## config.mk

```make
export PLATFORM = sky130hd
export DESIGN_NAME = dl_cmd_encoder
export DESIGN_NICKNAME = d
export VERILOG_FILES = /design/src/rtl/dl_updi_pkg.sv /design/src/rtl/dl_rx_timeout.sv /design/src/rtl/dl_cmd_encoder.sv
export SDC_FILE = /design/constraint.sdc
export NUM_CORES = 1
export LEC_CHECK = 0
export CAP_MARGIN = 20
export CORE_UTILIZATION = 48
export CTS_CLUSTER_DIAMETER = 150
export DETAILED_ROUTE_END_ITERATION = 8
export GPL_ROUTABILITY_DRIVEN = 0
export PLACE_DENSITY = 0.81
export SLEW_MARGIN = 0
export SYNTH_ARGS = -nofsm -noshare
export SYNTH_HDL_FRONTEND = slang
export SYNTH_SLANG_ARGS = --single-unit
```

## constraint.sdc

```tcl
create_clock -name clk -period 12.8 [get_ports clk]
set_clock_uncertainty 0.05 [all_clocks]
set_input_delay 3.84 -clock clk [delete_from_list [all_inputs] [get_ports clk]]
set_output_delay 3.84 -clock clk [all_outputs]
set_load 0.05 [all_outputs]
```

## src/rtl/dl_updi_pkg.sv

```systemverilog
// dl_updi_pkg: UPDI data-link opcodes, characters and FSM states
// shared by the DL command decoder and the host-side encoder.
package dl_updi_pkg;

  typedef enum logic [2:0] {
    LDS  = 3'b000,
    LD   = 3'b001,
    STS  = 3'b010,
    ST   = 3'b011,
    LDCS = 3'b100,
    REP  = 3'b101,
    STCS = 3'b110,
    KEY  = 3'b111
  } comands;

  localparam logic [7:0] SYNCH_CHAR = 8'h55;
  localparam logic [7:0] ACK_CHAR   = 8'h40;

  typedef enum logic [3:0] {
    S_IDLE,
    S_TX_SYNC,
    S_TX_OP,
    S_TX_ADR0,
    S_TX_ADR1,
    S_TX_DAT0,
    S_TX_DAT1,
    S_RX_ACK,
    S_RX_DAT0,
    S_RX_DAT1,
    S_RESP
  } dl_state_e;

  // Opcode byte for the four ops the encoder can frame.
  function automatic logic [7:0] build_opcode(
    input comands     op,
    input logic       word,
    input logic [3:0] cs
  );
    logic [7:0] b;
    case (op)
      LDS:     b = 8'h04 | {7'd0, word};
      STS:     b = 8'h44 | {7'd0, word};
      LDCS:    b = 8'h80 | {4'd0, cs};
      STCS:    b = 8'hC0 | {4'd0, cs};
      default: b = 8'h00;
    endcase
    return b;
  endfunction

  function automatic logic op_supported(input comands op);
    return (op == LDS) || (op == STS) ||
           (op == LDCS) || (op == STCS);
  endfunction

endpackage

```

## src/rtl/dl_rx_timeout.sv

```systemverilog
// dl_rx_timeout: per-byte receive watchdog.
// Cleared on entry to a wait state, counts idle cycles, flags expiry.
module dl_rx_timeout #(
  parameter int unsigned TIMEOUT_CYC = 4096
) (
  input  logic clk_i,
  input  logic rst_i,
  input  logic clr_i,
  input  logic en_i,
  output logic expired_o
);

  localparam int W = $clog2(TIMEOUT_CYC) + 1;
  localparam logic [W-1:0] LAST = W'(TIMEOUT_CYC - 1);

  logic [W-1:0] cnt_q, cnt_d;

  assign expired_o = (cnt_q == LAST);

  // Saturating count of cycles spent waiting without a byte.
  always_comb begin
    cnt_d = cnt_q;
    if (clr_i) begin
      cnt_d = '0;
    end else if (en_i && !expired_o) begin
      cnt_d = cnt_q + 1'b1;
    end
  end

  // Counter register.
  always_ff @(posedge clk_i or posedge rst_i) begin
    if (rst_i) begin
      cnt_q <= '0;
    end else begin
      cnt_q <= cnt_d;
    end
  end

endmodule

```

## src/rtl/dl_cmd_encoder.sv

```systemverilog
// dl_cmd_encoder: host-side UPDI data-link framer.
// Serialises LDS/STS/LDCS/STCS frames and collects data or ACKs.
module dl_cmd_encoder
  import dl_updi_pkg::*;
#(
  parameter int unsigned TIMEOUT_CYC = 4096,
  parameter logic [7:0]  SYNCH_BYTE  = SYNCH_CHAR,
  parameter logic [7:0]  ACK_BYTE    = ACK_CHAR
) (
  input  logic        clk,
  input  logic        rst,
  input  logic        req_valid,
  output logic        req_ready,
  input  logic [2:0]  req_op,
  input  logic [3:0]  req_cs,
  input  logic [15:0] req_addr,
  input  logic        req_word,
  input  logic [15:0] req_wdata,
  output logic [7:0]  tx_data,
  output logic        tx_valid,
  input  logic        tx_ready,
  input  logic [7:0]  rx_data,
  input  logic        rx_valid,
  output logic        rsp_valid,
  output logic [15:0] rsp_rdata,
  output logic        rsp_err,
  output logic        busy
);

  dl_state_e state_q, state_d;

  comands      op_q;
  logic        word_q;
  logic [3:0]  cs_q;
  logic [15:0] addr_q;
  logic [15:0] wdata_q;

  logic        err_q, err_d;
  logic        ack2_q, ack2_d;
  logic [15:0] rdata_q, rdata_d;

  logic        tx_valid_q, tx_valid_d;
  logic [7:0]  tx_data_q, tx_data_d;
  logic        rsp_valid_q;
  logic        rsp_err_q;
  logic [15:0] rsp_rdata_q;
  logic        busy_q;

  logic accept;
  logic tx_hs;
  logic in_rx;
  logic expired;
  comands req_op_e;

  assign req_op_e  = comands'(req_op);
  assign req_ready = (state_q == S_IDLE) && !rst;
  assign accept    = req_valid && req_ready;
  assign tx_hs     = tx_valid_q && tx_ready;
  assign in_rx     = state_q inside {S_RX_ACK, S_RX_DAT0, S_RX_DAT1};

  assign tx_valid  = tx_valid_q;
  assign tx_data   = tx_data_q;
  assign rsp_valid = rsp_valid_q;
  assign rsp_err   = rsp_err_q;
  assign rsp_rdata = rsp_rdata_q;
  assign busy      = busy_q;

  dl_rx_timeout #(
    .TIMEOUT_CYC(TIMEOUT_CYC)
  ) u_tmo (
    .clk_i    (clk),
    .rst_i    (rst),
    .clr_i    (state_d != state_q),
    .en_i     (in_rx && !rx_valid),
    .expired_o(expired)
  );

  // State register.
  always_ff @(posedge clk or posedge rst) begin
    if (rst) begin
      state_q <= S_IDLE;
    end else begin
      state_q <= state_d;
    end
  end

  // Frame sequencing, ACK checking and load-data capture.
  always_comb begin
    state_d = state_q;
    err_d   = err_q;
    ack2_d  = ack2_q;
    rdata_d = rdata_q;
    unique case (state_q)
      S_IDLE: begin
        if (accept) begin
          err_d   = 1'b0;
          ack2_d  = 1'b0;
          rdata_d = '0;
          if (op_supported(req_op_e)) begin
            state_d = S_TX_SYNC;
          end else begin
            state_d = S_RESP;
            err_d   = 1'b1;
          end
        end
      end
      S_TX_SYNC: begin
        if (tx_hs) state_d = S_TX_OP;
      end
      S_TX_OP: begin
        if (tx_hs) begin
          if (op_q == LDCS) begin
            state_d = S_RX_DAT0;
          end else if (op_q == STCS) begin
            state_d = S_TX_DAT0;
          end else begin
            state_d = S_TX_ADR0;
          end
        end
      end
      S_TX_ADR0: begin
        if (tx_hs) state_d = S_TX_ADR1;
      end
      S_TX_ADR1: begin
        if (tx_hs) begin
          state_d = (op_q == STS) ? S_RX_ACK : S_RX_DAT0;
        end
      end
      S_TX_DAT0: begin
        if (tx_hs) begin
          if (op_q == STCS) begin
            state_d = S_RESP;
          end else if (word_q) begin
            state_d = S_TX_DAT1;
          end else begin
            state_d = S_RX_ACK;
          end
        end
      end
      S_TX_DAT1: begin
        if (tx_hs) state_d = S_RX_ACK;
      end
      S_RX_ACK: begin
        if (rx_valid) begin
          if (rx_data != ACK_BYTE) begin
            err_d   = 1'b1;
            state_d = S_RESP;
          end else if (ack2_q) begin
            state_d = S_RESP;
          end else begin
            ack2_d  = 1'b1;
            state_d = S_TX_DAT0;
          end
        end else if (expired) begin
          err_d   = 1'b1;
          state_d = S_RESP;
        end
      end
      S_RX_DAT0: begin
        if (rx_valid) begin
          rdata_d[7:0] = rx_data;
          if (op_q == LDS && word_q) begin
            state_d = S_RX_DAT1;
          end else begin
            state_d = S_RESP;
          end
        end else if (expired) begin
          err_d   = 1'b1;
          state_d = S_RESP;
        end
      end
      S_RX_DAT1: begin
        if (rx_valid) begin
          rdata_d[15:8] = rx_data;
          state_d       = S_RESP;
        end else if (expired) begin
          err_d   = 1'b1;
          state_d = S_RESP;
        end
      end
      S_RESP: begin
        state_d = S_IDLE;
      end
      default: begin
        state_d = S_IDLE;
      end
    endcase
  end

  // Byte presented to the PHY for the state being entered.
  always_comb begin
    tx_valid_d = 1'b1;
    tx_data_d  = 8'h00;
    unique case (state_d)
      S_TX_SYNC: tx_data_d = SYNCH_BYTE;
      S_TX_OP:   tx_data_d = build_opcode(op_q, word_q, cs_q);
      S_TX_ADR0: tx_data_d = addr_q[7:0];
      S_TX_ADR1: tx_data_d = addr_q[15:8];
      S_TX_DAT0: tx_data_d = wdata_q[7:0];
      S_TX_DAT1: tx_data_d = wdata_q[15:8];
      default:   tx_valid_d = 1'b0;
    endcase
  end

  // Request latch and transaction bookkeeping.
  always_ff @(posedge clk or posedge rst) begin
    if (rst) begin
      op_q    <= LDS;
      word_q  <= 1'b0;
      cs_q    <= '0;
      addr_q  <= '0;
      wdata_q <= '0;
      err_q   <= 1'b0;
      ack2_q  <= 1'b0;
      rdata_q <= '0;
    end else begin
      if (accept) begin
        op_q    <= req_op_e;
        word_q  <= req_word &&
                   (req_op_e == LDS || req_op_e == STS);
        cs_q    <= req_cs;
        addr_q  <= req_addr;
        wdata_q <= req_wdata;
      end
      err_q   <= err_d;
      ack2_q  <= ack2_d;
      rdata_q <= rdata_d;
    end
  end

  // Registered PHY and response outputs.
  always_ff @(posedge clk or posedge rst) begin
    if (rst) begin
      tx_valid_q  <= 1'b0;
      tx_data_q   <= '0;
      rsp_valid_q <= 1'b0;
      rsp_err_q   <= 1'b0;
      rsp_rdata_q <= '0;
      busy_q      <= 1'b0;
    end else begin
      tx_valid_q  <= tx_valid_d;
      tx_data_q   <= tx_data_d;
      rsp_valid_q <= (state_d == S_RESP);
      busy_q      <= (state_d != S_IDLE);
      if (state_d == S_RESP) begin
        rsp_err_q   <= err_d;
        rsp_rdata_q <= rdata_d;
      end
    end
  end

endmodule
```

==> impl_results.md <==
- Status: finished, final reports clean
- Pre-antenna DRT Iters: 6
- Worst-skew pair later-pin latency: roughly 0.37 ns
- Setup crit start kind: input port
- Die area: 10700 sq um
- Crit path DAT: 5.73 ns
- CTS tree: done
- Post-Synthesis Cells: 510
- FMAX: 104 MHz
- CTS Buffer Depth: 2
- Largest stage delay on the critical path: around 0.8 ns
- CP Launch Point: rst
- Nets@finish: 634
- Antenna cells: 0
- Fin Setup TNS: 0 ns
- Ys flop type: dfrtp_1
- CP required: 8.91 ns
- Port Buf Inserts: 81
- Fin cells: between 700 and 800
- Initial core utilization: 0.501
- Root buf cell: clkbuf_8
- Mapped Nets: 564
- Post-synthesis sequential element count: between 100 and 150
- Vias per cell: 5.56
- Min Tclk post-route: 9.62 ns
- Worst-path clk slew: 0.10 ns
- Die Ht: 103 um
- FILL cells: 852
- Layout Utilization: 0.609
- Leakage: approximately 0.0027 uW
- Largest net degree at the start of global routing: 60
- EDFF count, synth: 0
- Crit path max fanout: 46
- Layout cells sized above 1: 0.0752
- Synthesized area: 4940 sq um
- Dpl hpwl: ~7700 um
- 1st-iter DRT viols: 353
- DRC viols: 0
- Core area: 9860 sq um
- Top Ports: 82
- Yosys Warn Count: 0
- FF-to-FF Start: state_q[0]
- Crit-path slowest cell: clkdlybuf4s50_1
- Synth area leaders: dfrtp_1 52%, nand2_1 11%, nor2_1 2.5%
- Setup Fix Bufs, Post-CTS: 0
- MaxCap Viol Count: 0
- CP endpoint kind: output pin
- Cell mode on critical path: clkdlybuf4s50_1
- Setup CP Type: input port to output pin
- Final setup violating endpoints: 0
- Area leader, netlist: dfrtp_1
- Final hold violation count: 0
- Max Transition Viols Final: 0
- H-tree levels: 3
- Hold_sp: addr_q[0]
- Top-count cell post-synth: nand2_1
- RSZ-0062 raised after global routing: no
- CTS resizes: 0
- Clk sinks: 103
- FFs w/ async S/R, synth: 1.00
- Routed vias: 3993
- Cts hold-fix bufs: 0
- Mean Syn Cell Area: 9.69 sq um
- Seq/Total Area, Yosys: 0.522
- Min Hold Slack: 0.427 ns
- Hold crit path type: flop to flop
- Routed len/inst: 15.3 um
- GRT Resource Usage Total: 0.220
- Power Density: between 200 and 250 nW/um^2
- Area delta synth->final: 21.5%
- Cells after DPL: 702
- Period utilisation layout: 0.752
- WL final: 11000 um
- Row count: 36
- Initial antenna violation count: 0
- Vias in the first global route: 3935
- DIE WIDTH: about 100 um
- Post-synth top area share: 0.522
- First-pass GRT wire length: 18100 um
- TritonCTS buffer count: 9
- Antenna-violating nets left: 0
- Slew HR: 0.385
- Synth unique cells: 68
- Grt total ovfl: 0
- VDD IR max: roughly 110 uV
- Slew @ Worst Pin: 0.917 ns
- List of most frequent post-synthesis cells: 139 x nand2_1, 103 x dfrtp_1, 33 x nor2_1
- Cells along the critical path: clkdlybuf4s50_1 > inv_4 > and2_1 > clkdlybuf4s50_1
cells in the final DEF, fill, tap and decap left out, types with 3 or more instances in the layout:
cell	instances
o221ai_1	6
nor2_1	33
buf_4	5
mux2i_1	4
nand2b_1	8
and3_1	5
o21ai_0	10
or3_1	3
clkdlybuf4s50_1	81
nor4_1	3
nor2b_1	7
mux2_4	7
a32o_1	3
a21oi_1	7
and2_1	8
mux2_2	7
clkbuf_8	10
o311ai_0	3
nand3_1	15
xor2_1	9
a211o_1	3
a22o_1	8
nor3_1	7
o211ai_1	5
a211oi_1	4
nand2_1	139
nor3b_1	3
inv_1	7
nand4_1	7
nand4b_1	3
a32oi_1	5
dfrtp_1	103
nor4b_1	3
a31oi_1	8
xnor2_1	3
area by class of cell:
cell class              count  area, sq um  share of cell area
multi-input cells         372         2190               0.365
well taps                 133          166              0.0277
inverters                   8         32.5             0.00542
clock buffers              10          138              0.0229
repair buffers             86          848               0.141
clock inverters             6         52.6             0.00875
flip-flops and latches    103         2580               0.429
state kept, by name, indices dropped and copies added, names as in the netlist:
signal / count
ack2_q: 1
addr_q: 16
busy: 1
cs_q: 4
err_q: 1
op_q: 3
rdata_q: 16
rsp_err: 1
rsp_rdata: 16
rsp_valid: 1
state_q: 4
tx_data: 8
tx_valid: 1
u_tmo.cnt_q: 13
wdata_q: 16
word_q: 1
critical path: cells and delay by family:
kind,cells,cell delay (ns)
buffers and inverters,3,1.68
and+or+nand+nor,1,0.21
worst paths after layout:
kind | endpoint | slack [ns] | depth (start not counted)
max reg2reg | u_tmo.cnt_q[6] | 9.41 | 7
max in group asynchronous | state_q[2] | 7.72 | 3
min | addr_q[0] | 0.43 | 2
min reg2reg | addr_q[0] | 0.43 | 2
min in group asynchronous | rdata_q[6] | 3.85 | 2
max | req_ready | 3.18 | 4
cells by family after synthesis:
kind of cell | after synthesis | share of synthesized area
DFF | 103 | 0.522
buffers and inverters | 35 | 0.0354
adders and majority gates | 1 | 0.00253
xor gates and xnor gates | 12 | 0.0213
and+or+nand+nor | 263 | 0.256
AOI/OAI and AO/OA | 78 | 0.117
muxes | 18 | 0.0453
report_power, final:
part	total [uW]	leakage (uW)	internal [uW]	switching, uW
registers	527	0.00134	439	87.9
clock network	196	0.0000967	79.6	116
logic	641	0.00129	248	393
stage by stage:
stage / instance area [sq um] / power [uW] / worst slack (ns)
3_3_place_gp: 5810 / 1150 / 3.15
2_1_floorplan: 4940 / 1000 / 2.28
3_5_place_dp: 5810 / 1170 / 3.12
5_1_grt: 6000 / 1450 / 3.02
4_1_cts: 6000 / 1370 / 3.13
6_report: 6000 / 1360 / 3.18
layer usage:
metal	track usage	routed length (um)	vias to the layer above
li1	-	-	1903
met3	0.0370	555	18
met1	0.282	4910	1925
met4	0.0791	192	0
met5	0	0	-
met2	0.376	5340	147
(Power assumes the default switching activity.)
